### src/rtl/sc_counter_pkg.sv
// Shared definitions for the up/down transition counter family: count modes,
// the per-cycle event encoding and the helper that builds it.
package sc_counter_pkg;

  localparam int SC_MODE_WRAP = 0;
  localparam int SC_MODE_SAT  = 1;

  typedef enum logic [1:0] {
    SC_EV_NONE   = 2'b00,
    SC_EV_UP     = 2'b01,
    SC_EV_DOWN   = 2'b10,
    SC_EV_CANCEL = 2'b11
  } sc_event_e;

  // Simultaneous up and down collapse into a single CANCEL code.
  function automatic sc_event_e sc_encode_event(input logic upEvent, input logic downEvent);
    sc_event_e code;
    case ({downEvent, upEvent})
      2'b01:   code = SC_EV_UP;
      2'b10:   code = SC_EV_DOWN;
      2'b11:   code = SC_EV_CANCEL;
      default: code = SC_EV_NONE;
    endcase
    return code;
  endfunction

endpackage

### src/rtl/sc_transition_detector.sv
// Synchronises an active-low asynchronous button and flags one event per
// high-to-low transition, ignoring a button already low when reset releases.
module sc_transition_detector
  import sc_counter_pkg::*;
(
  input  logic SC_TRANSITIONDETECTOR_CLOCK_50,
  input  logic SC_TRANSITIONDETECTOR_RESET_InLow,
  input  logic SC_TRANSITIONDETECTOR_button_InLow,
  output logic SC_TRANSITIONDETECTOR_event_OutHigh
);

  logic       sync1_r;
  logic       sync2_r;
  logic       prev_r;
  logic       arm_r;
  logic [1:0] fill_r;

  // Synchroniser, edge history and arming; fill_r marks when sync2_r holds real input rather than its reset value.
  always_ff @(posedge SC_TRANSITIONDETECTOR_CLOCK_50) begin
    if (!SC_TRANSITIONDETECTOR_RESET_InLow) begin
      sync1_r <= 1'b1;
      sync2_r <= 1'b1;
      prev_r  <= 1'b1;
      arm_r   <= 1'b0;
      fill_r  <= 2'b00;
    end else begin
      sync1_r <= SC_TRANSITIONDETECTOR_button_InLow;
      sync2_r <= sync1_r;
      prev_r  <= sync2_r;
      arm_r   <= arm_r | (fill_r[1] & sync2_r);
      fill_r  <= {fill_r[0], 1'b1};
    end
  end

  assign SC_TRANSITIONDETECTOR_event_OutHigh = arm_r & prev_r & ~sync2_r;

endmodule

### src/rtl/sc_updown_transition_counter.sv
// Parametrised up/down counter driven by debounced-by-edge button events,
// with clear/load priority and registered overflow, underflow and zero flags.
module sc_updown_transition_counter
  import sc_counter_pkg::*;
#(
  parameter int              DATAWIDTH = 8,
  parameter longint unsigned MAXVALUE  = (64'd1 << DATAWIDTH) - 64'd1,
  parameter int              SATURATE  = 0
) (
  input  logic                 SC_UDTRANSITIONCOUNTER_CLOCK_50,
  input  logic                 SC_UDTRANSITIONCOUNTER_RESET_InLow,
  input  logic                 SC_UDTRANSITIONCOUNTER_upcount_InLow,
  input  logic                 SC_UDTRANSITIONCOUNTER_downcount_InLow,
  input  logic                 SC_UDTRANSITIONCOUNTER_clear_InLow,
  input  logic                 SC_UDTRANSITIONCOUNTER_load_InLow,
  input  logic [DATAWIDTH-1:0] SC_UDTRANSITIONCOUNTER_data_InBUS,
  output logic [DATAWIDTH-1:0] SC_UDTRANSITIONCOUNTER_data_OutBUS,
  output logic                 SC_UDTRANSITIONCOUNTER_overflow_OutHigh,
  output logic                 SC_UDTRANSITIONCOUNTER_underflow_OutHigh,
  output logic                 SC_UDTRANSITIONCOUNTER_zero_OutHigh
);

  generate
    if (MAXVALUE > ((64'd1 << DATAWIDTH) - 64'd1)) begin : gMaxValueCheck
      $error("MAXVALUE does not fit in DATAWIDTH bits");
    end
  endgenerate

  localparam logic [DATAWIDTH-1:0] MAX_C  = MAXVALUE[DATAWIDTH-1:0];
  localparam logic [DATAWIDTH-1:0] ZERO_C = {DATAWIDTH{1'b0}};
  localparam logic [DATAWIDTH-1:0] ONE_C  = {{(DATAWIDTH-1){1'b0}}, 1'b1};

  logic                 upEvent_s;
  logic                 downEvent_s;
  sc_event_e            event_s;
  logic [DATAWIDTH-1:0] nextCount_s;
  logic                 nextOverflow_s;
  logic                 nextUnderflow_s;
  logic [DATAWIDTH-1:0] count_r;
  logic                 overflow_r;
  logic                 underflow_r;
  logic                 zero_r;

  sc_transition_detector uUpDetector (
    .SC_TRANSITIONDETECTOR_CLOCK_50     (SC_UDTRANSITIONCOUNTER_CLOCK_50),
    .SC_TRANSITIONDETECTOR_RESET_InLow  (SC_UDTRANSITIONCOUNTER_RESET_InLow),
    .SC_TRANSITIONDETECTOR_button_InLow (SC_UDTRANSITIONCOUNTER_upcount_InLow),
    .SC_TRANSITIONDETECTOR_event_OutHigh(upEvent_s)
  );

  sc_transition_detector uDownDetector (
    .SC_TRANSITIONDETECTOR_CLOCK_50     (SC_UDTRANSITIONCOUNTER_CLOCK_50),
    .SC_TRANSITIONDETECTOR_RESET_InLow  (SC_UDTRANSITIONCOUNTER_RESET_InLow),
    .SC_TRANSITIONDETECTOR_button_InLow (SC_UDTRANSITIONCOUNTER_downcount_InLow),
    .SC_TRANSITIONDETECTOR_event_OutHigh(downEvent_s)
  );

  assign event_s = sc_encode_event(upEvent_s, downEvent_s);

  // Priority mux: clear over load over counting; range ends wrap or hold by SATURATE.
  always_comb begin
    nextCount_s     = count_r;
    nextOverflow_s  = 1'b0;
    nextUnderflow_s = 1'b0;
    if (!SC_UDTRANSITIONCOUNTER_clear_InLow) begin
      nextCount_s = ZERO_C;
    end else if (!SC_UDTRANSITIONCOUNTER_load_InLow) begin
      if (SC_UDTRANSITIONCOUNTER_data_InBUS > MAX_C) begin
        nextCount_s = MAX_C;
      end else begin
        nextCount_s = SC_UDTRANSITIONCOUNTER_data_InBUS;
      end
    end else begin
      case (event_s)
        SC_EV_UP: begin
          if (count_r == MAX_C) begin
            nextOverflow_s = 1'b1;
            nextCount_s    = (SATURATE == SC_MODE_SAT) ? MAX_C : ZERO_C;
          end else begin
            nextCount_s = count_r + ONE_C;
          end
        end
        SC_EV_DOWN: begin
          if (count_r == ZERO_C) begin
            nextUnderflow_s = 1'b1;
            nextCount_s     = (SATURATE == SC_MODE_SAT) ? ZERO_C : MAX_C;
          end else begin
            nextCount_s = count_r - ONE_C;
          end
        end
        default: nextCount_s = count_r;
      endcase
    end
  end

  // Count and flag registers, all updated together.
  always_ff @(posedge SC_UDTRANSITIONCOUNTER_CLOCK_50) begin
    if (!SC_UDTRANSITIONCOUNTER_RESET_InLow) begin
      count_r     <= ZERO_C;
      overflow_r  <= 1'b0;
      underflow_r <= 1'b0;
      zero_r      <= 1'b1;
    end else begin
      count_r     <= nextCount_s;
      overflow_r  <= nextOverflow_s;
      underflow_r <= nextUnderflow_s;
      zero_r      <= (nextCount_s == ZERO_C);
    end
  end

  assign SC_UDTRANSITIONCOUNTER_data_OutBUS       = count_r;
  assign SC_UDTRANSITIONCOUNTER_overflow_OutHigh  = overflow_r;
  assign SC_UDTRANSITIONCOUNTER_underflow_OutHigh = underflow_r;
  assign SC_UDTRANSITIONCOUNTER_zero_OutHigh      = zero_r;

endmodule

### config.mk
export PLATFORM = sky130hd
export DESIGN_NAME = sc_updown_transition_counter
export DESIGN_NICKNAME = d
export VERILOG_FILES = /design/src/rtl/sc_counter_pkg.sv /design/src/rtl/sc_transition_detector.sv /design/src/rtl/sc_updown_transition_counter.sv
export SDC_FILE = /design/constraint.sdc
export NUM_CORES = 1
export LEC_CHECK = 0
export ABC_CLOCK_PERIOD_IN_PS = 2600
export CORE_UTILIZATION = 51
export DETAILED_ROUTE_END_ITERATION = 16
export HOLD_SLACK_MARGIN = 0.1
export PLACE_DENSITY_LB_ADDON = 0.2
export SLEW_MARGIN = 20
export SYNTH_ARGS = -nofsm -noshare
export SYNTH_HDL_FRONTEND = slang
export SYNTH_SLANG_ARGS = --single-unit
### constraint.sdc
create_clock -name SC_UDTRANSITIONCOUNTER_CLOCK_50 -period 2.6 [get_ports SC_UDTRANSITIONCOUNTER_CLOCK_50]
set_input_delay 0.65 -clock SC_UDTRANSITIONCOUNTER_CLOCK_50 [delete_from_list [all_inputs] [get_ports SC_UDTRANSITIONCOUNTER_CLOCK_50]]
set_output_delay 0.65 -clock SC_UDTRANSITIONCOUNTER_CLOCK_50 [all_outputs]
set_load 0.05 [all_outputs]
* Yosys cells after proc, flatten, opt, wreduce, memory -nomap -nowiden
Cells that the tools add are included.
Operators by class: add/sub/neg operators 2, $lt $le $gt $ge 1, equality and inequality tests 6, muxes and demuxes 11, bitwise logic cells 10, reduce and logical (&&, ||, !) cells 4
Operators with widths (number):
- 8-bit two-way mux | 5
- 8-bit logical NOT | 2
- 8-bit one-hot mux with 2 select lines | 1
- 8-bit by 1-bit adder with 8-bit output (second input constant) | 1
- 8-bit == test (second input constant) | 1
- 8-bit > comparator (second input constant) | 1
- 4-bit AND reduction | 2
- 8-bit by 1-bit subtractor with 8-bit output (second input constant) | 1
- 1-bit AND | 6
- 2-bit == test (second input constant) | 3
- 2-bit one-hot mux with 3 select lines | 1
- 2-bit by 1-bit == test with 1-bit output (second input constant) | 2
- 1-bit two-way mux | 4
- 1-bit NOT | 2
- 1-bit OR | 2
Word-level totals: bits in registers 23, bits of input ports 14, word-level logic and storage cells 50

* Longest topological paths before layout
word-level depth 9, depth in mapped cells 10, depth with buffers taken out 10

* Hierarchy
From an unflattened synthesis, not the netlist that was laid out.
Unflattened totals: cells, all modules 156, area, all modules 1330.0 um^2
Modules (own cells, without submodules):
- sc_updown_transition_counter | times used 1, cells each 128, area each 999.7 um^2
- sc_transition_detector | times used 2, cells each 14, area each 165.2 um^2

* Least setup slack after synthesis
Ideal clock, no wire load.
path kind flip-flop to flip-flop, start point register count_r[0] (netlist: SC_UDTRANSITIONCOUNTER_data_OutBUS[0]), end point register zero_r (netlist: SC_UDTRANSITIONCOUNTER_zero_OutHigh), data arrival time 2.342 ns, data required time 2.504 ns, path slack 0.162 ns, stages on the path, launching flop included 10, path buffers 1, period minus slack after synthesis 2.438 ns, cells stage by stage dfxtp_1 buf_6 inv_1 ha_1 mux2i_1 o21ai_0 mux2_2 a221oi_1 nand3_1 o41ai_2
On the way: longest elaborated chain between the ends 6, elaborated cells between the ends (all ways) 10, those cells by class add/sub (2); eq/ne (1); mux (5); reduce/logical (2)
Ends and longest elaborated chain:
- start, declared | line sc_updown_transition_counter.sv:39 | logic [DATAWIDTH-1:0] count_r;
- start signal, assigned | line sc_updown_transition_counter.sv:104 | count_r <= nextCount_s;
- 8-bit by 1-bit subtractor with 8-bit output (tied with other cells) | line sc_updown_transition_counter.sv:88 | nextCount_s = count_r - ONE_C;
- 8-bit two-way mux, on equally long branches | line sc_updown_transition_counter.sv:84, sc_updown_transition_counter.sv:76
- 8-bit one-hot mux with 2 select lines (*) | line sc_updown_transition_counter.sv:74 | case (event_s)
- 8-bit two-way mux (*) | line sc_updown_transition_counter.sv:67 | end else if (!SC_UDTRANSITIONCOUNTER_load_InLow) begin
- 8-bit two-way mux (*) | line sc_updown_transition_counter.sv:65 | if (!SC_UDTRANSITIONCOUNTER_clear_InLow) begin
- 8-bit logical NOT (*) | line sc_updown_transition_counter.sv:107 | zero_r <= (nextCount_s == ZERO_C);
- end signal, assigned | line sc_updown_transition_counter.sv:107
- end, declared | line sc_updown_transition_counter.sv:42 | logic zero_r;
Mark *: on every way between the ends. The rest lies on a longest branch, timed or not. A chain may end at the register's enable or synchronous reset.

* Worst setup path in the final report
start point register count_r[3] (netlist: SC_UDTRANSITIONCOUNTER_data_OutBUS[3]), end point output SC_UDTRANSITIONCOUNTER_data_OutBUS[3]
RTL lines:
- end, declared | line sc_updown_transition_counter.sv:17 | output logic [DATAWIDTH-1:0] SC_UDTRANSITIONCOUNTER_data_OutBUS,
No word-level cell between the ends.

==> summary.txt <==
Total area of multi-input combinational cells = 792 um2
WS Path Type = reg -> out
Area growth from synthesis to layout = 24.1%
Fraction of layout instances using a drive strength above 1 = 10.3%
Avg Vias per Cell = 5.92
Power share of the sequential group = 52.4%
Result of the run = finished, final reports clean
CTS sink count = 21
Placed wire-length estimate = 2440 um
Slowest stage cell on the critical path = sky130_fd_sc_hd__clkdlybuf4s50_1
Fin crit share = 94.1%
Syn Area/Cell = 8.22 um2
Endpoints failing hold = 0
End-of-flow core utilization = 70.2%
Routed Antenna Nets = 0
Hold Slack = 0.431 ns
Share of synthesized flip-flops with an asynchronous set or reset = 0%
Share of power burned in combinational logic = 23.1%
TritonCTS clock tree = yes
Seq/Total Area, Yosys = 32.4%
Number of remaining DRC errors = 0
Setup slack of the most critical reg-to-reg path = 0.17 ns
Last weighted congestion value of the routability-driven placer = 0.936
Total Routing Usage GR = 27.7%
Number of maximum-capacitance violations = 0
Slowest Stage Delay on Critical Path = 0.89 ns
Average wire length per cell after detail routing = 15.6 um
Worst R2R Start = uDownDetector.arm_r
Clock transition at the register clock pins on the worst setup and hold paths after CTS = 0.12 ns
Critical path buffers and inverters = 1
Internal power of the cells = 465 uW
Vertical die dimension = 52.5 um
Core Box Area = 2300 um2
Number of detailed-route iterations in the first pass = 4
Worst setup path startpoint = SC_UDTRANSITIONCOUNTER_data_OutBUS[3]
Skew-Pair Late Insertion Delay = 0.31 ns
Flip-flop count of the largest register after layout = 8
Clock period minus final worst setup slack = 2.45 ns
Depth of the CTS H-tree = 1
Number of CTS-inserted buffers = 3
Number of global-route vias before repair = 1,224
Commonest cells after routing, fill and taps aside = sky130_fd_sc_hd__clkdlybuf4s50_1, sky130_fd_sc_hd__dfxtp_1, sky130_fd_sc_hd__nand2_1, sky130_fd_sc_hd__inv_1, sky130_fd_sc_hd__nand2b_1
Hold buffers post-CTS = 0
Total negative slack = 0 ns
Headroom to the max-slew limit = 64.4%
RSZ-0062 raised after global routing = no
CTS Buffer Depth = 2
Critical-path maximum fanout = 12
Top Ports = 25
Diode insertion count for antenna repair = 0
Power share of the clock group = 24.5%
Most used flip-flop cell after synthesis = sky130_fd_sc_hd__dfxtp_1
Final Slew Violations = 0
Post-synthesis instance area = 1300 um2
Number of synthesized register bits = 21
Depth of the worst register-to-register path = 10
Critical Path AT = 1.80 ns
Full die area = 2750 um2
Worst-margin pin slew = 0.527 ns
Path length in cells of the critical path = 1
Most common cell after layout, fill and taps aside = sky130_fd_sc_hd__clkdlybuf4s50_1
Maximum number of pins on one net before global-route repair = 14
Register area = 420 um2
Die Wd = 52.5 um
Synth Warn # = 0
Switching part of the total = 30.2%
Final setup violation count = 0
Number of enable flip-flop cells after synthesis = 0
R2R Path End = SC_UDTRANSITIONCOUNTER_zero_OutHigh
Clock root cell = sky130_fd_sc_hd__clkbuf_4
HP Class = reg -> reg
Crit start category = flip-flop
Fmax achieved = 409 MHz
Critical Path, Cell by Cell = clkdlybuf4s50_1
Last element of the critical path = SC_UDTRANSITIONCOUNTER_data_OutBUS[3]
Distinct cells, synth = 48
Number of antenna violations at the first check in global routing = 0
Total number of vias = 1,261
Total detailed-routing wirelength = 3320 um
Cell count after synthesis = 158
Kind of end point of the critical path = output pin
Peak supply drop = 0.344 mV
Worst-case clock skew = 0.00235 ns
Number of nets in the final layout = 205
Post-synthesis net count = 177
Fill cell total of the finished layout = 194
Core Rows = 17
Wire length of the first global-routing pass = 5530 um
Gate family responsible for the most delay along the worst path = buffers and inverters
Reported net switching power = 201 uW
Standby leakage power = 0.588 nW
Critical Path RT = 1.95 ns
Pwr per Cell Area = 414 nW/um2
Aggregate global routing overflow = 0
Starting density of the core = 56.5%
Count of buffers inserted at the top-level ports = 24
DR iter-0 viols = 61
-- synthesized netlist by cell type, types with 2 or more instances --
library cell | n | share of area (%)
sky130_fd_sc_hd__dfxtp_1 | 21 | 32
sky130_fd_sc_hd__and2_1 | 8 | 3.9
sky130_fd_sc_hd__nor3b_1 | 2 | 1.2
sky130_fd_sc_hd__nand4_1 | 2 | 0.96
sky130_fd_sc_hd__nand2_1 | 12 | 3.5
sky130_fd_sc_hd__a31oi_1 | 5 | 2.4
sky130_fd_sc_hd__nand2b_1 | 10 | 4.8
sky130_fd_sc_hd__xnor2_1 | 3 | 2.0
sky130_fd_sc_hd__nor2b_1 | 6 | 2.9
sky130_fd_sc_hd__ha_1 | 5 | 4.8
sky130_fd_sc_hd__o31ai_1 | 2 | 1.2
sky130_fd_sc_hd__nand3_1 | 3 | 1.2
sky130_fd_sc_hd__nor3_1 | 4 | 1.5
sky130_fd_sc_hd__a41o_1 | 2 | 1.5
sky130_fd_sc_hd__a211oi_1 | 3 | 1.7
sky130_fd_sc_hd__buf_2 | 2 | 0.77
sky130_fd_sc_hd__a21oi_1 | 8 | 3.1
sky130_fd_sc_hd__inv_1 | 10 | 2.9
sky130_fd_sc_hd__a21boi_0 | 3 | 1.7
sky130_fd_sc_hd__clkbuf_1 | 3 | 0.87
sky130_fd_sc_hd__o211ai_1 | 2 | 1.2
sky130_fd_sc_hd__o21ai_0 | 6 | 2.3
sky130_fd_sc_hd__buf_6 | 2 | 1.7
sky130_fd_sc_hd__nor2_1 | 9 | 2.6
sky130_fd_sc_hd__a311oi_1 | 2 | 1.3
-- timing repair --
item                                    CTS  global route
gates resized for setup                   0             1
setup buffers                             0             0
endpoints found under the setup margin    0             1
-- power groups by stage --
stage	combinational, mW	clock [mW]	sequential [mW]
2_1_floorplan	0.0793	0	0.372
3_3_place_gp	0.147	0	0.355
3_5_place_dp	0.149	0	0.356
4_1_cts	0.150	0.164	0.349
5_1_grt	0.166	0.178	0.352
6_report	0.154	0.163	0.349
-- logic make-up after synthesis --
family	Yosys count	share of synthesized area (%)
DFF	21	32.4
muxes	2	1.64
AOI/OAI and AO/OA	44	24.7
adders and majority gates	5	4.82
buffers and inverters	19	7.13
and+or+nand+nor	64	27.4
xor gates and xnor gates	3	2.02
-- layer usage --
metal  share of wire, %  wire (um)  global-route usage, %  vias to the layer above
met2                 47       1570                   45.1                       49
met1                 45       1490                   35.6                      586
met4                2.2         72                   12.3                        0
met5                  0          0                      0                        -
met3                5.6        185                   4.06                       10
li1                   -          -                      -                      616
-- how the worst min path moves through the flow --
stage / startpoint / to / slack [ns] / depth (start not counted)
finish: uUpDetector.sync1_r / uUpDetector.sync2_r / 0.43 / 1
global route: uUpDetector.sync1_r / uUpDetector.sync2_r / 0.45 / 1
CTS: uUpDetector.sync1_r / uUpDetector.sync2_r / 0.44 / 1
detailed placement: uUpDetector.sync1_r / uUpDetector.sync2_r / 0.41 / 1
global placement: uDownDetector.sync1_r / uDownDetector.sync2_r / 0.40 / 1
floorplan: uDownDetector.sync1_r / uDownDetector.sync2_r / 0.39 / 1
-- through the flow --
stage	instance area (um2)	worst slack [ns]	power, mW	std cells
finish	1610	0.152	0.666	213
global route	1610	0.0124	0.696	213
floorplan	1300	0.162	0.451	158
CTS	1610	0.0912	0.662	213
detailed placement	1580	0.0395	0.505	209
global placement	1580	0.111	0.502	209
-- layout make-up --
| cell class | instances | share of cell area (%) |
|---|---|---|
| Timing Repair Buffer | 32 | 18.6 |
| Clock buffer | 4 | 1.63 |
| Sequential cell | 21 | 26.1 |
| Multi-Input combinational cell | 118 | 49.1 |
| Inverter | 10 | 2.33 |
| Tap cell | 28 | 2.17 |
Note: power is estimated with default switching activity, not from simulation.
